===== config.mk =====
export PLATFORM = sky130hd
export DESIGN_NAME = vector_writeback_arbiter
export DESIGN_NICKNAME = d
export VERILOG_FILES = /design/src/rtl/vwb_pkg.sv /design/src/rtl/rr_arbiter2.sv /design/src/rtl/vector_writeback_arbiter.sv
export SDC_FILE = /design/constraint.sdc
export NUM_CORES = 1
export LEC_CHECK = 0
export CORE_MARGIN = 2
export CORE_UTILIZATION = 44
export DETAILED_ROUTE_END_ITERATION = 10
export HOLD_SLACK_MARGIN = 0.1
export PLACE_DENSITY = 0.87
export SYNTH_ARGS = -nofsm -noshare
export SYNTH_HDL_FRONTEND = slang
export SYNTH_HIERARCHICAL = 1
export SYNTH_SLANG_ARGS = --single-unit

===== constraint.sdc =====
create_clock -name CLK -period 2.7 [get_ports CLK]
set_input_delay 0.27 -clock CLK [delete_from_list [all_inputs] [get_ports CLK]]
set_output_delay 0.27 -clock CLK [all_outputs]
set_load 0.1 [all_outputs]

===== src/rtl/vwb_pkg.sv =====
// Shared types for the vector writeback arbiter: FSM state and write-source encoding.
package vwb_pkg;

    typedef enum logic {
        IDLE  = 1'b0,
        WRITE = 1'b1
    } vwb_state_t;

    typedef enum logic {
        SRC_ALU = 1'b0,
        SRC_MEM = 1'b1
    } vwb_src_t;

endpackage


===== src/rtl/rr_arbiter2.sv =====
// Two-way round-robin pick between ALU and load/store requests; the pointer
// remembers the last served source so a tie goes to the other one.
module rr_arbiter2
    import vwb_pkg::*;
(
    input  logic     clk,
    input  logic     rst,
    input  logic     req_alu,
    input  logic     req_mem,
    input  logic     update,
    output logic     valid,
    output vwb_src_t pick
);

    vwb_src_t last;

    always_comb begin
        valid = req_alu | req_mem;
        pick  = SRC_ALU;
        if (req_alu && req_mem) begin
            pick = (last == SRC_MEM) ? SRC_ALU : SRC_MEM;
        end else if (req_mem) begin
            pick = SRC_MEM;
        end
    end

    // Pointer starts at MEM so the first tie after reset goes to the ALU.
    always_ff @(posedge clk) begin
        if (rst) begin
            last <= SRC_MEM;
        end else if (update && valid) begin
            last <= pick;
        end
    end

endmodule


===== src/rtl/vector_writeback_arbiter.sv =====
// Owns the vector register file write path: accepts one whole-vector request
// from ALU or load/store unit, then writes it one element per cycle.
module vector_writeback_arbiter
    import vwb_pkg::*;
#(
    parameter int N     = 8,
    parameter int LANES = 4,
    parameter int REGS  = 8,
    parameter int RA_W  = $clog2(REGS)
) (
    input  logic                  CLK,
    input  logic                  RST,
    input  logic                  REQ_ALU,
    input  logic [RA_W-1:0]       ADDR_ALU,
    input  logic [LANES*N-1:0]    DATA_ALU,
    input  logic                  REQ_MEM,
    input  logic [RA_W-1:0]       ADDR_MEM,
    input  logic [LANES*N-1:0]    DATA_MEM,
    output logic                  GNT_ALU,
    output logic                  GNT_MEM,
    output logic [REGS*LANES-1:0] WE_N,
    output logic [N-1:0]          WD,
    output logic                  BUSY,
    output logic                  DONE,
    output logic                  DONE_SRC
);

    localparam int               CNT_W  = (LANES > 1) ? $clog2(LANES) : 1;
    localparam logic [CNT_W-1:0] LAST_K = CNT_W'(LANES - 1);

    vwb_state_t         state;
    vwb_state_t         state_next;
    vwb_src_t           src;
    vwb_src_t           pick;
    logic               pick_valid;
    logic [CNT_W-1:0]   k;
    logic [RA_W-1:0]    addr;
    logic [LANES*N-1:0] data;

    rr_arbiter2 u_arb (
        .clk     (CLK),
        .rst     (RST),
        .req_alu (REQ_ALU),
        .req_mem (REQ_MEM),
        .update  (state == IDLE),
        .valid   (pick_valid),
        .pick    (pick)
    );

    always_ff @(posedge CLK) begin
        if (RST) begin
            state <= IDLE;
        end else begin
            state <= state_next;
        end
    end

    // Requests are only looked at in IDLE, which forces a gap cycle between transfers.
    always_comb begin
        state_next = state;
        if (state == IDLE) begin
            if (pick_valid) begin
                state_next = WRITE;
            end
        end else if (k == LAST_K) begin
            state_next = IDLE;
        end
    end

    always_ff @(posedge CLK) begin
        if (RST) begin
            k    <= '0;
            src  <= SRC_ALU;
            addr <= '0;
            data <= '0;
        end else if (state == IDLE) begin
            k <= '0;
            if (pick_valid) begin
                src  <= pick;
                addr <= (pick == SRC_MEM) ? ADDR_MEM : ADDR_ALU;
                data <= (pick == SRC_MEM) ? DATA_MEM : DATA_ALU;
            end
        end else begin
            k <= (k == LAST_K) ? '0 : k + 1'b1;
        end
    end

    assign BUSY     = (state == WRITE);
    assign GNT_ALU  = BUSY && (k == '0) && (src == SRC_ALU);
    assign GNT_MEM  = BUSY && (k == '0) && (src == SRC_MEM);
    assign DONE     = BUSY && (k == LAST_K);
    assign DONE_SRC = DONE && (src == SRC_MEM);

    // An address past the last register matches no row, so nothing is written.
    always_comb begin
        WE_N = '1;
        WD   = '0;
        for (int r = 0; r < REGS; r++) begin
            for (int e = 0; e < LANES; e++) begin
                WE_N[r*LANES+e] = !(BUSY && (int'(addr) == r) && (int'(k) == e));
            end
        end
        if (BUSY) begin
            for (int e = 0; e < LANES; e++) begin
                if (int'(k) == e) begin
                    WD = data[e*N +: N];
                end
            end
        end
    end

endmodule


==> results.cfg <==
[final_layout]
finish.instance_area_um2 = 3830
layout_commonest_cell = clkdlybuf4s50_1
nNetsFinal = 459
final.fill_count = 406
area_growth_syn_to_layout_pct = 59.5
diodes = 0
fin_cells = 452
drive_gt1_frac = 0.277
fin_util = 0.737
mostFrequentLayoutCells = clkdlybuf4s50_1, buf_4, nor2_1

[clocking]
post_cts_buffers = 0
clockBufferDepth = 2
cts_buffers = 5
ctsHoldBuffers = 0
clock-root-buffer = clkbuf_8
post_cts_resized = 0
cts_tree = built
h-tree-depth = 2
clk-insertion-delay-late_ns = 0.30
path_clk_slew_ns = 0.07
cts_num_sinks = 40

[routing]
vias = 2409
wirelength_mm = 6.92
ant_nets = 0
drt-vias-per-instance = 5.33
dr.pass1.iters = 4
post_drt_wl_per_cell_um = 15.3
drtIter0Drc = 110
route.detailed.drc = 0

[synth]
syn_inst = 274
synth_area_leaders = dfxtp_1, a211oi_2, mux2i_1
synth_seq_area_share = 0.333
ys_types = 25
synth_compound_area_frac = 0.238
synthMuxAreaShare = 0.150
yosys.area_share.adder = 0.0208
synth_area_per_cell_um2 = 8.77
ys_warn_count = 6
ys_seq_elements = 40
synth_simple_gate_area_share = 0.199
synth_top_family_by_area = compound AO/OA/AOI/OAI gates
netlist_area_um2 = 2400
synthesis.nets = 352
synth_top_area_share = 0.333
synth-xor-area-share = 0
synth_largest_area_cell = dfxtp_1

[pwr]
pwr-share-comb = 0.357
leakage_uw = 0.00144
power.total_uw = 1740
p_switching_uw = 609
sw_frac_of_total = 0.351
power_density_nw_per_um2 = 453
clockPowerShare = 0.240
ir_worst_vdd_mv = 0.282
power_frac_seq = 0.402
p_int_uw = 1130

[placement]
dp_cells = 444
placedInstanceArea_um2 = 3740
gp_congestion = 0.729
port_buffers = 118
place_hpwl_mm = 5.19

[sta]
period_minus_slack_ns = 2.45
clock_skew_ns = 0.00461
max_freq_mhz = 408
slew_headroom = 0.438
hold_viol = 0
setup_viol = 0
rsz0062_at_grt = no
setup_tns_ns = 0
worstMarginPinSlew_ns = 0.843
maxSlewViolCount = 0
finalCritPeriodShare = 0.909

[critical_path]
crit_fanout = 11
cp.arrival_ns = 2.18
r2r_slack_ns = 1.23
critical_path_class = reg2out
end_kind = output port
r2r_start = k[0]
crit_required_ns = 2.43
timing.rr.end = k[1]
cp-start-kind = flop
ff2ff_path_depth = 4

[floorplanning]
num_io_pins = 119
start_util = 0.462
fp.dieW_um = 77.9
die_area_um2 = 6070
core_um2 = 5200
die_y_um = 77.9
rows = 26

[outcome]
status = complete, no violations

[worst_hold_path]
hp-class = reg2reg
worstHoldEndpoint = k[0]
hp-start = k[0]
hold_depth = 1

[global_routing]
grt_pass1_wl_mm = 10.8
grt_max_degree = 72
grt_pass1_vias = 2274
antenna_found_initial = 0
grtUsageTotal = 0.223
grt.overflow.total = 0

[job]
max_cap_viol_count = 0
-- registers in the layout, summed over array words and instances, names as in the netlist --
register / cells
u_arb/last: 1
k: 2
BUSY: 1
src: 1
addr: 3
data: 32
-- worst max-delay path by stage --
stage	from	to	slack [ns]	depth (start not counted)
finish	k[0]	WD[6]	0.25	7
global route	k[0]	WD[4]	0.16	7
CTS	k[0]	WD[3]	0.25	7
detailed placement	k[0]	WD[7]	0.58	7
global placement	k[0]	WD[5]	0.68	7
floorplan	BUSY	WD[0]	0.16	3
-- stage by stage --
step / hold WS, ns / worst slack (ns)
2_1_floorplan: 0.380 / 0.156
3_3_place_gp: 0.468 / 0.677
3_5_place_dp: 0.497 / 0.577
4_1_cts: 0.509 / 0.247
5_1_grt: 0.520 / 0.160
6_report: 0.510 / 0.247
-- routing by layer --
| layer | up-vias | GRT usage | share of wire |
|---|---|---|---|
| li1 | 1178 | - | - |
| met1 | 1112 | 0.249 | 0.40 |
| met2 | 105 | 0.402 | 0.49 |
| met3 | 14 | 0.0651 | 0.084 |
| met4 | 0 | 0.0737 | 0.024 |
| met5 | - | 0 | 0 |
-- critical path, stage by stage, from the launching register on --
cell and delay [ns]:
dfxtp_1 0.39, inv_1 0.08, ha_1 0.33, nor2b_1 0.19, buf_4 0.16, a221oi_1 0.41, o31ai_4 0.13, buf_12 0.18
-- final cells by class --
type	count	area [µm²]	area share
clock inverter	2	10.0	0.00261
clock buffer	6	82.6	0.0215
multi-input combinational	205	1590	0.415
inverter	3	11.3	0.00294
timing repair buffer	126	1250	0.326
tap	70	87.6	0.0228
sequential	40	802	0.209
-- power groups by stage --
stage | sequential, µW | clock (µW) | combinational [µW]
after floorplan | 701 | 0 | 406
after global placement | 709 | 0 | 609
after detailed placement | 710 | 0 | 621
after CTS | 698 | 423 | 624
after global routing | 706 | 447 | 658
final | 698 | 417 | 620
-- cell families (layout without fill, tap and decap cells) --
kind of cell / Yosys count / after routing
adders and majority gates: 4 / 4
DFF: 40 / 40
and+or+nand+nor: 110 / 110
muxes: 36 / 36
AOI/OAI and AO/OA: 55 / 55
buffers and inverters: 29 / 137
-- Yosys cell counts --
library cell / n
mux2i_1: 36
ha_1: 4
a21boi_0: 1
nor3b_1: 1
a21oi_1: 2
clkbuf_4: 2
a211oi_1: 5
or2_2: 1
dfxtp_1: 40
nand3_1: 8
a211oi_2: 30
o21bai_2: 1
clkbuf_1: 9
buf_4: 3
and3_1: 3
buf_2: 12
and2_1: 1
a221oi_1: 8
nand2b_1: 4
o31ai_1: 8
nor3_1: 3
nor2_1: 43
inv_1: 3
nor2b_1: 10
nand2_1: 36
Power figures use the tool's default switching activity.
